File: config.mk
export PLATFORM = sky130hd
export DESIGN_NAME = mc_controller
export DESIGN_NICKNAME = d
export VERILOG_FILES = /design/src/rtl/mc_controller.sv
export SDC_FILE = /design/constraint.sdc
export NUM_CORES = 1
export LEC_CHECK = 0
export BUFFER_PORTS_ARGS = -buffer_cell sky130_fd_sc_hd__buf_2
export CAP_MARGIN = 20
export CORE_ASPECT_RATIO = 1.5
export CORE_MARGIN = 5
export CORE_UTILIZATION = 30
export DETAILED_ROUTE_END_ITERATION = 8
export GPL_TIMING_DRIVEN = 0
export PLACE_DENSITY = 0.64
export SYNTH_ARGS = -nofsm -noshare
export SYNTH_HDL_FRONTEND = slang
export SYNTH_SLANG_ARGS = --single-unit
File: constraint.sdc
create_clock -name clk -period 4.6 [get_ports clk]
set_input_delay 0.92 -clock clk [delete_from_list [all_inputs] [get_ports clk]]
set_output_delay 0.92 -clock clk [all_outputs]
set_load 0.005 [all_outputs]
File: src/rtl/mc_controller.sv
// Multicycle MIPS control FSM: Moore outputs registered alongside the state,
// plus the combinational branch PC-enable term.
module mc_controller (
  input  logic       clk,
  input  logic       reset,
  input  logic [5:0] opcode,
  input  logic [5:0] funct,
  input  logic       Zero,
  output logic       PCEn,
  output logic       IRWrite,
  output logic       RegWrite,
  output logic       MemWrite,
  output logic       RegDst,
  output logic       ALUSrcA,
  output logic [1:0] ALUSrcB,
  output logic [3:0] ALUControl,
  output logic       PCSrc,
  output logic       MemToReg,
  output logic       IorD,
  output logic [3:0] state,
  output logic       badop
);

  localparam logic [5:0] OP_RTYPE = 6'b000000;
  localparam logic [5:0] OP_LW    = 6'b100011;
  localparam logic [5:0] OP_SW    = 6'b101011;
  localparam logic [5:0] OP_BEQ   = 6'b000100;
  localparam logic [5:0] OP_ADDI  = 6'b001000;

  localparam logic [5:0] FN_ADD = 6'b100000;
  localparam logic [5:0] FN_SUB = 6'b100010;
  localparam logic [5:0] FN_AND = 6'b100100;
  localparam logic [5:0] FN_OR  = 6'b100101;
  localparam logic [5:0] FN_SLT = 6'b101010;

  localparam logic [3:0] ALU_ADD = 4'b0010;
  localparam logic [3:0] ALU_SUB = 4'b0110;
  localparam logic [3:0] ALU_AND = 4'b0000;
  localparam logic [3:0] ALU_OR  = 4'b0001;
  localparam logic [3:0] ALU_SLT = 4'b0111;

  typedef enum logic [3:0] {
    S_FETCH  = 4'd0,
    S_DECODE = 4'd1,
    S_MEMADR = 4'd2,
    S_MEMRD  = 4'd3,
    S_MEMWB  = 4'd4,
    S_MEMWR  = 4'd5,
    S_EXEC   = 4'd6,
    S_ALUWB  = 4'd7,
    S_BRANCH = 4'd8,
    S_ADDIEX = 4'd9,
    S_ADDIWB = 4'd10
  } state_t;

  typedef struct packed {
    logic       pcen;
    logic       irwrite;
    logic       regwrite;
    logic       memwrite;
    logic       regdst;
    logic       alusrca;
    logic [1:0] alusrcb;
    logic [3:0] aluctl;
    logic       pcsrc;
    logic       memtoreg;
    logic       iord;
  } ctrl_t;

  state_t     state_q, state_d;
  ctrl_t      ctrl_q, ctrl_d;
  logic       badop_q, badop_d;
  logic       funct_ok;
  logic [3:0] funct_alu;

  always_comb begin
    funct_ok  = 1'b1;
    funct_alu = ALU_ADD;
    case (funct)
      FN_ADD:  funct_alu = ALU_ADD;
      FN_SUB:  funct_alu = ALU_SUB;
      FN_AND:  funct_alu = ALU_AND;
      FN_OR:   funct_alu = ALU_OR;
      FN_SLT:  funct_alu = ALU_SLT;
      default: funct_ok  = 1'b0;
    endcase
  end

  // Instr is held in IR after FETCH, so live opcode/funct are stable here.
  always_comb begin
    state_d = S_FETCH;
    badop_d = badop_q;
    case (state_q)
      S_FETCH:  state_d = S_DECODE;
      S_DECODE: begin
        case (opcode)
          OP_LW, OP_SW: state_d = S_MEMADR;
          OP_RTYPE:     state_d = S_EXEC;
          OP_BEQ:       state_d = S_BRANCH;
          OP_ADDI:      state_d = S_ADDIEX;
          default: begin
            state_d = S_FETCH;
            badop_d = 1'b1;
          end
        endcase
      end
      S_MEMADR: begin
        if (opcode == OP_LW)      state_d = S_MEMRD;
        else if (opcode == OP_SW) state_d = S_MEMWR;
        else                      state_d = S_FETCH;
      end
      S_MEMRD:  state_d = S_MEMWB;
      S_EXEC: begin
        if (funct_ok) begin
          state_d = S_ALUWB;
        end else begin
          state_d = S_FETCH;
          badop_d = 1'b1;
        end
      end
      S_ADDIEX: state_d = S_ADDIWB;
      S_MEMWB, S_MEMWR, S_ALUWB, S_BRANCH, S_ADDIWB: state_d = S_FETCH;
      default:  state_d = S_FETCH;
    endcase
  end

  // Outputs are decoded from the next state so they register together with it.
  always_comb begin
    ctrl_d = '0;
    case (state_d)
      S_FETCH: begin
        ctrl_d.pcen    = 1'b1;
        ctrl_d.irwrite = 1'b1;
        ctrl_d.alusrcb = 2'b01;
        ctrl_d.aluctl  = ALU_ADD;
      end
      S_DECODE: begin
        ctrl_d.alusrcb = 2'b11;
        ctrl_d.aluctl  = ALU_ADD;
      end
      S_MEMADR, S_ADDIEX: begin
        ctrl_d.alusrca = 1'b1;
        ctrl_d.alusrcb = 2'b10;
        ctrl_d.aluctl  = ALU_ADD;
      end
      S_MEMRD: ctrl_d.iord = 1'b1;
      S_MEMWB: begin
        ctrl_d.memtoreg = 1'b1;
        ctrl_d.regwrite = 1'b1;
      end
      S_MEMWR: begin
        ctrl_d.iord     = 1'b1;
        ctrl_d.memwrite = 1'b1;
      end
      S_EXEC: begin
        ctrl_d.alusrca = 1'b1;
        ctrl_d.aluctl  = funct_ok ? funct_alu : ALU_ADD;
      end
      S_ALUWB: begin
        ctrl_d.regdst   = 1'b1;
        ctrl_d.regwrite = 1'b1;
      end
      S_BRANCH: begin
        ctrl_d.alusrca = 1'b1;
        ctrl_d.aluctl  = ALU_SUB;
        ctrl_d.pcsrc   = 1'b1;
      end
      S_ADDIWB: ctrl_d.regwrite = 1'b1;
      default:  ctrl_d = '0;
    endcase
  end

  always_ff @(posedge clk or negedge reset) begin
    if (!reset) begin
      state_q        <= S_FETCH;
      badop_q        <= 1'b0;
      ctrl_q         <= '0;
      ctrl_q.pcen    <= 1'b1;
      ctrl_q.irwrite <= 1'b1;
      ctrl_q.alusrcb <= 2'b01;
      ctrl_q.aluctl  <= ALU_ADD;
    end else begin
      state_q <= state_d;
      badop_q <= badop_d;
      ctrl_q  <= ctrl_d;
    end
  end

  // The only non-registered term: branch taken follows Zero within BRANCH.
  assign PCEn       = ctrl_q.pcen | ((state_q == S_BRANCH) & Zero);
  assign IRWrite    = ctrl_q.irwrite;
  assign RegWrite   = ctrl_q.regwrite;
  assign MemWrite   = ctrl_q.memwrite;
  assign RegDst     = ctrl_q.regdst;
  assign ALUSrcA    = ctrl_q.alusrca;
  assign ALUSrcB    = ctrl_q.alusrcb;
  assign ALUControl = ctrl_q.aluctl;
  assign PCSrc      = ctrl_q.pcsrc;
  assign MemToReg   = ctrl_q.memtoreg;
  assign IorD       = ctrl_q.iord;
  assign state      = state_q;
  assign badop      = badop_q;

endmodule
# [After elaboration in Yosys (flattened, before gate mapping)]
# Index checks and enable logic that the tools add are counted.
[totals] wordCells=76 register_bits=20 out_inout_bits=20 input_bits=15
[classes] eq_ne=27 n_bitwise=2 reduce_logical=13 mux=21
[op_table] op="== test 6 bit (second input constant)" n=7
[op_table] op="case mux 4 bit (6 select lines)" n=1
[op_table] op="== test 4 x 3 -> 1 bit (second input constant)" n=5
[op_table] op="== test 4 bit (second input constant)" n=5
[op_table] op="== test 4 x 2 -> 1 bit (second input constant)" n=4
[op_table] op="case mux 4 bit (4 select lines)" n=1
[op_table] op="case mux 3 bit (4 select lines)" n=1
[op_table] op="case mux 4 bit (3 select lines)" n=1
[op_table] op="2-to-1 mux 1 bit" n=10
[op_table] op="OR reduction 5 bit" n=2
[op_table] op="2-to-1 mux 3 bit" n=3
[op_table] op="== test 4 x 1 -> 1 bit (second input constant)" n=2
[op_table] op="zero test 4 bit" n=2
[op_table] op="OR reduction 4 bit" n=2
[op_table] op="== test 6 x 3 -> 1 bit (second input constant)" n=1
[op_table] op="== test 6 x 4 -> 1 bit (second input constant)" n=1
[op_table] op="zero test 6 bit" n=1
[op_table] op="case mux 2 bit (3 select lines)" n=1
[op_table] op="OR reduction 2 bit" n=3
[op_table] op="2-to-1 mux 4 bit" n=1
[op_table] op="!= test 2 bit (second input constant)" n=2
[op_table] op="AND reduction 3 bit" n=1
[op_table] op="OR reduction 3 bit" n=1
[op_table] op="2-to-1 mux 2 bit" n=1
[op_table] op="4 further kinds" n=4

# [Longest topological paths before layout]
# Gate-level depths: netlist of the first run.
[depth] depth_word=8 depth_mapped=7

# [Worst setup path after synthesis of the first run]
# OpenSTA, ideal clock, no wires.
[synth_timing] path_type="input to register" startpoint="input port opcode[5]" endpoint="register ctrl_q, in the netlist ALUControl[1]" stages=6 setup_time_ns=0.081 path_slack_ns=2.434 required_time_ns=4.519 path_buffers=1 t_arrival_ns=2.085 path_cell_list="or4_4 -> buf_6 -> nor4_2 -> a2111oi_2 -> nand3b_2 -> o21ai_1"
[synth_rtl] item="start: declaration" line="6" rtl="input logic [5:0] opcode,"
[synth_rtl] item="end signal: assignment" line="185" rtl="ctrl_q <= ctrl_d;"
[synth_rtl] item="end: declaration" line="71" rtl="ctrl_t ctrl_q, ctrl_d;"

# [Worst setup path after layout of the first run]
[layout_timing] startpoint="input port Zero" endpoint="output port PCEn"
[layout_via] elab_chain_cells=2
[layout_lines] item="start: declaration" line="8" rtl="input logic Zero,"
[layout_lines] item="bitwise AND 1 bit" line="190" rtl="assign PCEn = ctrl_q.pcen | ((state_q == S_BRANCH) & Zero);"
[layout_lines] item="OR 1 bit" line="190"
[layout_lines] item="end: declaration" line="9" rtl="output logic PCEn,"
# Every way passes these cells.

==> summary.md, run 1 <==
| Metric | Value |
|---|---|
| Post-synth EDFFs | 0 |
| TritonCTS Buffers | 3 |
| Fin nets | roughly 140 |
| Max-Cap Viols | 0 |
| Clock Tree Buf Depth | 2 |
| Distinct cells, synth | between 40 and 50 |
| Num ports | 35 |
| Post-Route WL | between 2000 and 2500 µm |
| CP arrival | 1320 ps |
| Number of cells on the critical path | 4 |
| Seq/Total Area, Yosys | 0.486 |
| Power Density | roughly 370 nW/µm² |
| Max reg flops | 4 |
| Max-slew violations | 0 |
| Core area | around 2900 µm² |
| Worst flop-to-flop path startpoint | state[0] |
| Starting Density | 0.318 |
| Main area contributors after synthesis | dfrtp_1 40%, dfstp_2 8.4%, a2111oi_2 3.2%, nor2_1 2.8%, a21oi_1 2.7% |
| Inst Count DP | 162 |
| Crit path max fanout | 1 |
| P_leak | just over 0.0006 µW |
| Critical path's top delay family | buffers and inverters |
| Setup-failing EPs final | 0 |
| Busiest layer in global routing | met2 |
| Pin count of the biggest net entering global routing | 19 |
| VDD IR max | roughly 0.00015 V |
| Worst path cell trace | buf_2 -> nand3_1 -> o21bai_1 -> buf_2 |
| Async SR Flop Fraction | 1.00 |
| R2R setup slack | between 2000 and 3000 ps |
| Crit-path most repeated cell | buf_2 |
| Status | finished, final reports clean |
| Cts repair resizes | 0 |
| Setup TNS | 0 ps |
| Share of layout cells above drive strength 1 | 0.402 |
| Initial DRC count | 19 |
| Initial antenna violation count | 0 |
| Ys Warns | 0 |
| Avg Vias per Cell | approximately 5 |
| Final Skew | roughly 4.8 ps |
| Crit path to | PCEn |
| Fmax | about 0.45 GHz |
| HP Class | reg2reg |
| First-pass GRT wire length | 3730 µm |
| Root Driver | clkbuf_8 |
| Startpoint types | input port |
| Die Y-Extent | 78.4 µm |
| Syn_nets | ~110 |
| Commonest non-fill, non-tap cells in the layout | 36 x buf_2, 15 x dfrtp_1, 7 x nor2_1 |
| Routed Antenna Nets | 0 |
| Post-synth top area share | 0.402 |
| Crit path capture type | primary output |
| Fin. Hold Viols | 0 |
| Die area | approximately 4400 µm² |
| Finished Layout Cells | roughly 170 |
| Most common cell after layout, fill and taps aside | buf_2 |
| DP HPWL | around 1800 µm |
| Via Count | about 840 |
| Syn-to-layout area delta | 27.2% |
| Antenna Cells | 0 |
| Tmin final | about 2200 ps |
| CTS tree | yes |
| Filler cell count | ~310 |
| Placer congestion estimate | 0.847 |
| Worst Reg-to-Reg Cells | 6 |
| Drt drc | 0 |
| CTS H-tree depth | 1 |
| M1 GR Usage | 0.104 |
| Remaining Overflow, GRT | 0 |
| Buf/Inv on CP | 2 |
| RR Endpoint | ALUControl[1] |
| Total iterations of the first detailed-routing run | 4 |
| Vias in the first global route | between 800 and 900 |
| Setup CP Type | in2out |
| Mapped Cells | slightly above 90 |
| Clock sinks | 18 |
| Avg Inst Size Synth | roughly 10 µm² |
| Post-Syn Area | just over 900 µm² |
| Slowest-stage cell, CP | o21bai_1 |
| Clock transition at path regs | ~70 ps |
| Number of synthesized register bits | 18 |
| # port buffers | 32 |
| Area leader, netlist | dfrtp_1 |
| Slew headroom | 0.657 |
| Worst path max stage delay | between 100 and 150 ps |
| Final period utilization | 0.488 |
| RSZ-0062 raised after global routing | false |
| Routed len/inst | about 14 µm |
| Clk_lat worst skew | between 200 and 300 ps |
| Met2 GRT Util | 0.200 |
| Critical Path Source | Zero |
| Row count | 24 |
| Dominant synthesized flop cell | dfrtp_1 |
| Die extent in x | around 56 µm |
| Hold-fix buffers, CTS | 0 |
| Met3 Use GR | 0.0181 |
| Worst-margin pin slew | slightly above 500 ps |
| Number of setup buffers added after CTS | 0 |
| Total GRT Usage | 0.106 |
| Critical path data required time | between 3000 and 4000 ps |
[worst min path at each step]
stage	to	depth (start not counted)	start
6_report	badop	2	badop
4_1_cts	badop	2	badop
2_1_floorplan	badop	2	badop
3_3_place_gp	badop	2	badop
3_5_place_dp	badop	2	badop
5_1_grt	badop	2	badop
[routing by layer]
layer | vias up | wire length (µm)
li1 | 400 | -
met1 | 402 | 824
met2 | 33 | 1260
met3 | 6 | 132
met4 | 0 | 61
met5 | - | 0
[worst reg2reg max path, stage by stage, from the launching register on]
cell	delay, ps
dfrtp_1	390
clkbuf_1	210
or4b_1	610
nor4_1	260
a2111oi_2	110
nand3b_2	120
o21ai_1	80
[where the power goes]
part / switching [µW] / total, µW / internal (µW)
sequential: 7.53 / 193 / 185
clock: 48.0 / 109 / 61.3
combinational: 80.8 / 143 / 62.0
total: 136 / 445 / 308
[layout make-up]
| class | instances | area [µm²] | area share |
|---|---|---|---|
| sequential | 18 | 454 | 0.382 |
| multi-input combinational | 61 | 419 | 0.353 |
| timing repair buffer | 32 | 160 | 0.135 |
| tap | 39 | 48.8 | 0.0411 |
| clock buffer | 4 | 45.0 | 0.0379 |
| buffer | 7 | 42.5 | 0.0358 |
| inverter | 5 | 18.8 | 0.0158 |
[Yosys cell counts (2+ instances only)]
master	instances
dfrtp_1	15
nor2_1	7
a21oi_1	5
inv_1	5
buf_2	4
nand3_1	4
dfstp_2	3
nand2_1	3
nor3_1	3
nor4_1	3
a2111oi_2	2
and2_1	2
and3_1	2
nand3b_1	2
o21bai_1	2
or4b_1	2
[logic make-up (layout without fill, tap and decap cells)]
| logic type | Yosys count | count (layout) | synth area share |
|---|---|---|---|
| buf+inv | 12 | 48 | 0.0656 |
| flops | 18 | 18 | 0.486 |
| mux | 1 | 1 | 0.0107 |
| simple gates | 40 | 40 | 0.277 |
| compound gates | 17 | 17 | 0.138 |
| xor+xnor | 2 | 2 | 0.0187 |
| other cells | 1 | 1 | 0.00401 |
[per-stage QoR]
step | worst slack [ps] | util | hold slack, ps | instance area, µm² | total power [µW]
6_report | 2360 | 0.404 | 462 | 1190 | 445
2_1_floorplan | 2430 | - | 460 | 935 | 282
4_1_cts | 2360 | 0.404 | 474 | 1190 | 451
3_3_place_gp | 2160 | 0.389 | 448 | 1140 | 337
5_1_grt | 2250 | 0.404 | 497 | 1190 | 471
3_5_place_dp | 2140 | 0.389 | 457 | 1140 | 339
Power figures use the tool's default switching activity.
==> inputs of run 2 (changes only) <==
Settings changed: PLACE_DENSITY 0.64 to 0.66.
Clock period 4.6 ns to 1.8 ns, I/O delays scaled along.
==> run 2 against run 1 <==
Non-clock buffer count up 3. Global-route usage grew 1.5 points. Critical endpoint is now ALUControl[1]. Cell area rose by 8.7%. Utilization grew 3.5 points. Cell count grew 1.8%. Die area unchanged. Register-to-register slack got worse by 2700 ps. Via count grew 2.4%. Setup slack worse by 2300 ps. First-iteration DRC count grew 150%. Sequential share of layout area decreased by 3.1 points.
==> summary.md, run 2 (synthesis gave the netlist of run 1 again) <==
| Metric | Value |
|---|---|
| Clock sinks | 18 (unchanged) |
| Fmax | between 0.5 and 0.6 GHz |
| Vias in the first global route | 882 (+4.9%) |
| Clk_lat worst skew | 260 ps (about the same) |
| Inst Count DP | 162 (unchanged) |
| Avg Vias per Cell | 5.09 (+0.56%) |
| Power Density | 988 nW/µm² (+160%) |
| Initial DRC count | 47 (+28) |
| Syn-to-layout area delta | 38.3% |
| Clock transition at path regs | 70 ps (about the same) |
| Post-DP Area | 1140 µm² (unchanged) |
| Antenna Cells | 0 (unchanged) |
| Startpoint types | register |
| Initial antenna violation count | 0 (unchanged) |
| Setup-failing EPs final | 0 (unchanged) |
| Status | finished, final reports clean |
| Hold_ws | 15.2 ps (-447 ps) |
| Root Driver | clkbuf_8 |
| Fin. Hold Viols | 0 (unchanged) |
| Finished Cell Area | 1290 µm² (+8.7%) |
| Post-Route WL | 2550 µm (+12%) |
| Total power | 1280 µW (+190%) |
| Final period utilization | 0.979 |
| CTS H-tree depth | 1 (unchanged) |
| Crit path capture type | register |
| Placer congestion estimate | 0.807 (-4.8%) |
| Pin count of the biggest net entering global routing | 19 (unchanged) |
| Die area | 4350 µm² (unchanged) |
| Final Skew | 4.01 ps (-0.750 ps) |
| HP Class | in2async |
| Total iterations of the first detailed-routing run | 4 (unchanged) |
| Max reg flops | 4 (unchanged) |
| Total GRT Usage | 0.121 (+0.0149) |
| Fin nets | 146 (+2.1%) |
| Via Count | 861 (+2.4%) |
| CTS tree | yes |
| Max-Cap Viols | 0 (unchanged) |
| Share of layout cells above drive strength 1 | 0.462 (+0.0600) |
| TritonCTS Buffers | 3 (unchanged) |
| VDD IR max | 0.000402 V (+170%) |
| Crit path max fanout | 10 (+9) |
| Most common cell after layout, fill and taps aside | buf_2 |
| Drt drc | 0 (unchanged) |
| Finished Layout Cells | 169 (+1.8%) |
| Core area | 2940 µm² (unchanged) |
| Num ports | 35 (unchanged) |
| Row count | 24 (unchanged) |
| DP HPWL | 1900 µm (+8.0%) |
| Setup CP Type | reg2reg |
| Critical path data required time | 1980 ps (-1700 ps) |
| Routed len/inst | 15.1 µm (+10%) |
| Tmin final | ~1800 ps |
| Remaining Overflow, GRT | 0 (unchanged) |
| # port buffers | 32 (unchanged) |
| Commonest non-fill, non-tap cells in the layout | 33 x buf_2, 15 x dfrtp_1, 7 x nor2_1 |
| Routed Antenna Nets | 0 (unchanged) |
| Slew headroom | 0.661 (+0.00341) |
| Clock Tree Buf Depth | 2 (unchanged) |
| Worst-margin pin slew | 502 ps (-5.05 ps) |
| Max-slew violations | 0 (unchanged) |
| P_leak | 0.000643 µW (+6.5%) |
| Die Y-Extent | 78.4 µm (unchanged) |
| Die extent in x | 55.6 µm (unchanged) |
| Starting Density | 0.318 (unchanged) |
| Hold-fix buffers, CTS | 0 (unchanged) |
| CP arrival | 1950 ps (+630 ps) |
| First-pass GRT wire length | 4110 µm (+10%) |
==> run 2: cell count changes in the layout (fill, tap and decap cells not counted), moves of 2 or more <==
cell,before,now
clkbuf_1,2,0
buf_2,36,33
or4b_1,2,0
buf_4,1,6
nor4_4,0,2
or4b_4,0,2
==> run 2: metrics by stage <==
stage	TNS, ps	utilization	setup WS (ps)
after CTS	0	0.414	40.2
final	0	0.439	38.3
after floorplan	0	-	126
after detailed placement	-286	0.389	-111
after global placement	-222	0.389	-94.0
after global routing	-119	0.439	-40.6
==> run 2: final timing paths <==
| path | from | endpoint | cells after the start | slack (ps) |
|---|---|---|---|---|
| worst max-delay path | state[0] | ALUControl[1] | 6 | 40 |
| worst min-delay path | reset | MemWrite | 1 | 20 |
| worst max register to register | state[0] | ALUControl[1] | 6 | 40 |
| worst min register to register | badop | badop | 2 | 460 |
| max in group asynchronous | reset | ALUControl[1] | 1 | 1460 |
| min in group clk | opcode[4] | IorD | 2 | 410 |
==> run 2: critical path: stages, from the launching register on <==
cell and delay, ps:
dfrtp_1 390, buf_6 150, or4b_4 540, nor4_4 350, a2111oi_4 80, nand3b_4 120
o21ai_2 70
==> run 2: what timing repair did <==
item | in CTS | in global routing
pin swaps | 0 | 4
setup endpoints to repair | 3 | 4
gates resized for setup | 4 | 14
buffers inserted | 0 | 3
==> run 2: final cells by class <==
type	count	area [µm²]
inverter	5	18.8
multi-input combinational	61	475
sequential	18	454
clock buffer	4	55.1
tap	39	48.8
fill	306	1650
timing repair buffer	35	183
buffer	7	57.6
==> run 2: where the power goes <==
part	internal [µW]	switching, µW	total [µW]	leakage (µW)
logic	216	235	451	0.000384
clock network	195	137	331	0.0000288
registers	473	21.6	495	0.000231
==> run 2: per-layer routing <==
layer  routed length (µm)  part of all wire  up-vias  track usage
met2                 1500              0.59       27        0.226
met3                   86             0.034        5       0.0181
met1                  888              0.35      420        0.115
met5                    0                 0        -            0
li1                     -                 -      409            -
met4                   77             0.030        0       0.0925
